==> src/rtl/bp_pkg.sv <==
// Shared types for the branch-predictor resolution path.
// One pipeline entry is {valid, bp, pc}.
package bp_pkg;

  typedef struct packed {
    logic        valid;
    logic        bp;
    logic [31:0] pc;
  } bp_stage_t;

  localparam logic [31:0] PC_INC = 32'd4;

  function automatic logic [31:0] next_pc(input logic [31:0] pc);
    return pc + PC_INC;
  endfunction

endpackage

==> src/rtl/bp_pipe_stage.sv <==
// One prediction-carrying pipeline register.
// Priority: reset > kill > flush > stall > advance.
module bp_pipe_stage
  import bp_pkg::*;
(
  input  logic      clk,
  input  logic      reset,
  input  logic      stall,
  input  logic      flush,
  input  logic      kill,
  input  logic      prev_adv,
  input  bp_stage_t d,
  output bp_stage_t q
);

  bp_stage_t r_q;

  always_ff @(posedge clk) begin
    if (reset) begin
      r_q <= '0;
    end else if (kill) begin
      r_q.valid <= 1'b0;
    end else if (flush) begin
      r_q.valid <= 1'b0;
    end else if (!stall) begin
      // older stage held back: take a bubble, not a duplicate
      if (prev_adv) r_q <= d;
      else          r_q.valid <= 1'b0;
    end
  end

  assign q = r_q;

endmodule

==> src/rtl/bp_resolve_unit.sv <==
// Carries fetch predictions to the branch stage, resolves them,
// redirects fetch on a miss and counts branches/mispredicts.
module bp_resolve_unit
  import bp_pkg::*;
#(
  parameter int DEPTH = 2,
  parameter int CNT_W = 16
) (
  input  logic             clk,
  input  logic             reset,
  input  logic             BPF,
  input  logic [31:0]      PCF,
  input  logic             ValidF,
  input  logic [DEPTH-1:0] StallV,
  input  logic [DEPTH-1:0] FlushV,
  input  logic             BranchB,
  input  logic             ZeroB,
  input  logic [31:0]      PCTargetB,
  output logic [31:0]      PCB,
  output logic             BranchUpdB,
  output logic             TakenB,
  output logic             MispredictB,
  output logic [31:0]      RedirectPC,
  output logic [CNT_W-1:0] BranchCnt,
  output logic [CNT_W-1:0] MissCnt
);

  localparam logic [CNT_W-1:0] CNT_MAX = '1;
  localparam logic [CNT_W-1:0] CNT_ONE = {{(CNT_W-1){1'b0}}, 1'b1};

  bp_stage_t [DEPTH-1:0] w_d;
  bp_stage_t [DEPTH-1:0] w_q;
  logic      [DEPTH-1:0] w_prev_adv;
  bp_stage_t             w_b;
  logic                  w_fire;
  logic                  w_mis;
  logic                  w_upd;
  logic [CNT_W-1:0]      r_bcnt;
  logic [CNT_W-1:0]      r_mcnt;

  assign w_d[0]        = bp_stage_t'({ValidF, BPF, PCF});
  assign w_prev_adv[0] = 1'b1;

  for (genvar k = 0; k < DEPTH; k++) begin : g_stage
    if (k > 0) begin : g_link
      assign w_d[k]        = w_q[k-1];
      assign w_prev_adv[k] = ~StallV[k-1];
    end
    bp_pipe_stage u_stage (
      .clk      (clk),
      .reset    (reset),
      .stall    (StallV[k]),
      .flush    (FlushV[k]),
      .kill     (w_mis),
      .prev_adv (w_prev_adv[k]),
      .d        (w_d[k]),
      .q        (w_q[k])
    );
  end

  assign w_b    = w_q[DEPTH-1];
  assign w_fire = w_b.valid & ~StallV[DEPTH-1];
  assign w_upd  = w_fire & BranchB;
  // a non-branch that was predicted taken sent fetch down a bogus path
  assign w_mis  = w_fire & ((BranchB & (w_b.bp != ZeroB))
                          | (~BranchB & w_b.bp));

  assign PCB         = w_b.pc;
  assign BranchUpdB  = w_upd;
  assign TakenB      = ZeroB & w_upd;
  assign MispredictB = w_mis;

  always_comb begin
    RedirectPC = 32'd0;
    if (w_mis) begin
      if (BranchB && ZeroB) RedirectPC = PCTargetB;
      else                  RedirectPC = next_pc(w_b.pc);
    end
  end

  always_ff @(posedge clk) begin
    if (reset) begin
      r_bcnt <= '0;
      r_mcnt <= '0;
    end else begin
      if (w_upd && r_bcnt != CNT_MAX) r_bcnt <= r_bcnt + CNT_ONE;
      if (w_mis && r_mcnt != CNT_MAX) r_mcnt <= r_mcnt + CNT_ONE;
    end
  end

  assign BranchCnt = r_bcnt;
  assign MissCnt   = r_mcnt;

endmodule

==> config.mk <==
export PLATFORM = sky130hd
export DESIGN_NAME = bp_resolve_unit
export DESIGN_NICKNAME = d
export VERILOG_FILES = /design/src/rtl/bp_pkg.sv /design/src/rtl/bp_pipe_stage.sv /design/src/rtl/bp_resolve_unit.sv
export SDC_FILE = /design/constraint.sdc
export NUM_CORES = 1
export LEC_CHECK = 0
export CORE_MARGIN = 4
export CORE_UTILIZATION = 49
export CTS_BUF_LIST = sky130_fd_sc_hd__clkbuf_4
export CTS_CLUSTER_DIAMETER = 40
export DETAILED_ROUTE_END_ITERATION = 10
export MAX_ROUTING_LAYER = met4
export PLACE_DENSITY = 0.82
export REMOVE_ABC_BUFFERS = 1
export SKIP_LAST_GASP = 1
export SYNTH_ARGS = -nofsm -noshare
export SYNTH_HDL_FRONTEND = slang
export SYNTH_HIERARCHICAL = 1
export SYNTH_SLANG_ARGS = --single-unit
==> constraint.sdc <==
create_clock -name clk -period 3.1 [get_ports clk]
set_input_delay 0.775 -clock clk [delete_from_list [all_inputs] [get_ports clk]]
set_output_delay 0.775 -clock clk [all_outputs]
set_load 0.01 [all_outputs]
==> Word-level counts from Yosys, hierarchy flattened <==
Cells that the tools add are included.
{ "op_classes": {"n_eq_ne": 3, "n_lt_le_gt_ge": 0, "muxes": 3, "n_reduce_logical": 7, "n_mul": 0, "n_bitwise": 13, "shift": 0, "n_addsub": 3, "div_mod_pow": 0} }
{ "ops": {"columns": ["op", "count"], "rows": [
  ["32-bit two-way mux", 2],
  ["16-bit by 1-bit adder with 16-bit output, second input constant", 2],
  ["32-bit by 3-bit adder with 32-bit output, second input constant", 1],
  ["16-bit != test, second input constant", 2],
  ["1-bit bitwise AND", 6],
  ["1-bit NOT", 6],
  ["3-bit OR reduction", 2],
  ["4-bit AND reduction", 1],
  ["1-bit logical AND", 3],
  ["3-bit AND reduction", 1],
  ["1-bit two-way mux", 1],
  ["1-bit != test", 1],
  ["1-bit bitwise OR", 1]
]} }
{ "totals": {"in_bits": 74, "wordCells": 37, "rom_bits": 0, "n_memories": 0, "register_bits": 100, "latch_bits": 0, "ram_bits": 0} }

==> Longest topological paths before layout <==
{ "depth": {"word_depth": 6, "mapped_depth": 9} }

==> Cells and area by module <==
Netlist, hierarchy kept.
{ "by_module_without_submodules": {"columns": ["mod", "n_inst", "cells_each", "area_each_um2"], "rows": [
  ["bp_pipe_stage", 2, 148, 1557.7],
  ["bp_resolve_unit", 1, 351, 2561.2]
]} }

==> Least setup slack after synthesis <==
Ideal clock, no wire load.
{ "synth_timing": {"path_type": "input-to-output", "start": "input ZeroB", "end": "output RedirectPC[22]", "required_ns": 2.325, "cell_stages": 7, "path_slack_ns": 0.216, "n_path_buf": 2, "arrival_time_ns": 2.109, "cell_sequence": "a21boi_1 o21ai_1 clkbuf_1 inv_1 clkbuf_1 o21ai_0 a21oi_1"} }
{ "synth_between": {"elab_chain_cells": 5} }
{ "synth_lines": {"columns": ["element", "line_no", "source"], "rows": [
  ["start, declared", "bp_resolve_unit.sv:17", "input logic ZeroB,"],
  ["1-bit != test", "bp_resolve_unit.sv:65", "assign w_mis = w_fire & ((BranchB & (w_b.bp != ZeroB))"],
  ["1-bit bitwise AND", "bp_resolve_unit.sv:65", null],
  ["1-bit bitwise OR", "bp_resolve_unit.sv:66", "| (~BranchB & w_b.bp));"],
  ["1-bit bitwise AND", "bp_resolve_unit.sv:65", null],
  ["named net MispredictB", "bp_resolve_unit.sv:22", "output logic MispredictB,"],
  ["32-bit two-way mux", "bp_resolve_unit.sv:75", "if (w_mis) begin"],
  ["end, declared", "bp_resolve_unit.sv:23", "output logic [31:0] RedirectPC,"]
]} }
The timed path passes the listed nets, and every way through them passes these cells.

==> Final worst setup path <==
{ "layout_timing": {"start": "input StallV[1]", "end": "output MispredictB"} }
{ "layout_between": {"elab_chain_cells": 3} }
{ "layout_lines": {"columns": ["element", "line_no", "source"], "rows": [
  ["start, declared", "bp_resolve_unit.sv:14", "input logic [DEPTH-1:0] StallV,"],
  ["1-bit NOT (no line)", null, null],
  ["1-bit bitwise AND", "bp_resolve_unit.sv:62", "assign w_fire = w_b.valid & ~StallV[DEPTH-1];"],
  ["1-bit bitwise AND", "bp_resolve_unit.sv:65", null],
  ["end, declared", "bp_resolve_unit.sv:22", null]
]} }
Every way passes these cells.

==> flow_metrics.tcl <==
set metrics [dict create \
    finalSetupViolCount 0 \
    yosysUniqueCellTypes 48 \
    wl_per_cell_um 15.6 \
    wl_um 15300 \
    hold_viol 0 \
    overflow 0 \
    antenna_found_initial 0 \
    htree_num_levels 3 \
    coreArea_mm2 0.0114 \
    drtIter0Drc 277 \
    timing.rr.start "g_stage[1].u_stage/q[32]$_SDFFE_PP0P_" \
    ctsHoldBuffers 0 \
    max-slew-margin-rel_pct 28.1 \
    crit_type "input port to output port" \
    antenna_cells 0 \
    cts_inserted_buffers 9 \
    grt_pass1_vias 5237 \
    layout_common_cells "clkdlybuf4s50_1 (137), nand2b_1 (133), dfxtp_1 (93)" \
    worstPathArrival_ns 2.28 \
    fmaxAchievable_mhz 327 \
    die_x_um 116 \
    drtPass1Iterations 5 \
    io_buffer_count 172 \
    clk_pin_slew_ns 0.16 \
    finalInstanceArea_mm2 0.00794 \
    synth_area_mm2 0.00568 \
    hp-start "g_stage[0].u_stage/q[24]$_SDFFE_PP0P_" \
    async_flop_share_pct 0 \
    outcome "completed" \
    vias_per_cell 5.29 \
    clk_latency_ns 0.44 \
    syn_inst 647 \
    synthTopCellsByArea "dfxtp_1 (35%), nand2b_1 (15%), mux2i_1 (12%)" \
    rsz0062_at_grt "true" \
    fin_tns_setup_ns 0 \
    syn2layout_area_growth_pct 39.9 \
    cts_tree "yes" \
    synth_top_area_share_pct 35.3 \
    hpwl_um 11200 \
    fin_crit_ns 3.06 \
    track_usage_pct 23.6 \
    synth_top_cell_by_area "dfxtp_1" \
    p_per_area_mw_per_mm2 287 \
    drv_slew 0 \
    dieArea_mm2 0.0134 \
    start_util_pct 49.9 \
    grt_start_max_net_pins 111 \
    pin_count 173 \
    drc 0 \
    drtAntennaViolNets 0 \
    startpoint_type "input port" \
    gp_congestion 0.785 \
    hold-path-cell-count 2 \
    numClockSinks 100 \
    cts_root_buf "clkbuf_4" \
    fin_nets 913 \
    final_common_cell "clkdlybuf4s50_1" \
    cap_violations 0 \
    synth.avg_cell_area_um2 8.77 \
    post-route-period-util_pct 98.6 \
    rows 39 \
    tightest_slew_ns 1.07 \
    cp_max_fo 11 \
    required_ns 2.32 \
    vdd_drop_max_v 0.000193 \
    cts_buffer_depth 2 \
    synth_edf_count 0 \
    worst_clock_skew_ns 0.0191 \
    grt_pass1_wl_um 24700 \
    ys_ff_latch 100 \
    ys_dominant_reg_cell "dfxtp_1" \
    ys_seq_area_share_pct 35.3 \
    total_power_uw 2280 \
    crit_start "StallV[1]" \
    ys.warnings.count 6 \
    power_leakage_uw 0.00277 \
    drive_gt1_share_pct 12.5 \
    hp-class "flip-flop to flip-flop" \
    vias 5210 \
    die-height_um 116 \
    reg2reg_depth 7 \
    dpl-instance-area_mm2 0.00771 \
    cp-end-kind "output port" \
]
logic make-up (layout without fill, tap and decap cells):
family          count (synthesis)  in the layout  synth area share, %
other cells                     1              2               0.0661
mux                            67             67                 11.8
fa+ha+maj                       3              3                0.661
xor+xnor                       53             53                 8.18
flops                         100            100                 35.3
compound gates                 79             79                 8.13
buf+inv                        47            240                 5.16
simple gates                  297            297                 30.7
registers in the layout (all words and copies together) (netlist names):
register / count
g_stage.u_stage/q: 68
MissCnt: 16
BranchCnt: 16
timing repair:
item,in CTS,in global routing
buffers inserted,4,0
cloned,1,0
gates resized for setup,47,41
endpoints found under the setup margin,34,21
pin swaps,1,0
final timing paths:
path                                                         endpoint  slack (ns)
worst max-delay path                                      MispredictB        0.04
worst min-delay path            g_stage[1].u_stage/q[24]$_SDFFE_PP0P_        0.48
worst max register to register               MissCnt[13]$_SDFFE_PP0P_        0.94
worst min register to register  g_stage[1].u_stage/q[24]$_SDFFE_PP0P_        0.48
area by class of cell:
type / count / area, µm²
clock buffer: 9 / 67.6
clock inverter: 7 / 73.8
fill: 888 / 3430
inverter: 8 / 30.0
multi-input combinational: 501 / 3500
sequential: 100 / 2010
tap: 143 / 179
timing repair buffer: 216 / 2080
metal layers:
metal | share of wire (%) | GRT usage, % | vias up
li1 | - | - | 2603
met1 | 43 | 28.0 | 2467
met2 | 51 | 40.5 | 129
met3 | 5.2 | 4.60 | 11
met4 | 1.0 | 7.27 | 0
met5 | 0 | - | -
critical path, cell delays in order:
cell and delay (ns):
clkdlybuf4s50_1 0.43, nor2b_2 0.15, o21ai_2 0.08, inv_2 0.15, buf_12 0.15, clkdlybuf4s50_1 0.54
Yosys cell counts, types with 2 or more instances:
cell type  instances
nor3_1            10
a21oi_1           32
and3_1             9
nand3_1           15
mux2i_1           67
o21ai_0           25
nand2_1           25
and4_1             8
nor4b_2            3
or3_1              2
xnor2_1           39
nand3_2            2
and2_1             5
nor2_1            46
ha_1               3
o2111ai_1          2
nand4_1           15
buf_2              3
inv_1              8
nand3b_1           4
clkbuf_1          25
xor2_1            14
buf_12             6
dfxtp_1          100
buf_1              3
nor3b_1            5
a2111oi_0          2
nor4_1             7
a211oi_1          10
buf_6              2
nand2b_1         133
power by group:
group | internal [µW] | switching (µW)
clock | 253 | 447
combinational | 162 | 97.8
sequential | 1300 | 11.4
total | 1720 | 556
per-stage QoR:
stage	utilization, %	instances	hold slack [ns]	setup WS, ns
global placement	67.8	963	0.458	-0.309
finish	69.8	984	0.480	0.0432
floorplan	-	609	0.446	-2.26
global route	69.8	984	0.480	-0.0391
CTS	69.6	984	0.486	-0.101
detailed placement	67.8	963	0.464	-0.403
Power figures use the tool's default switching activity.
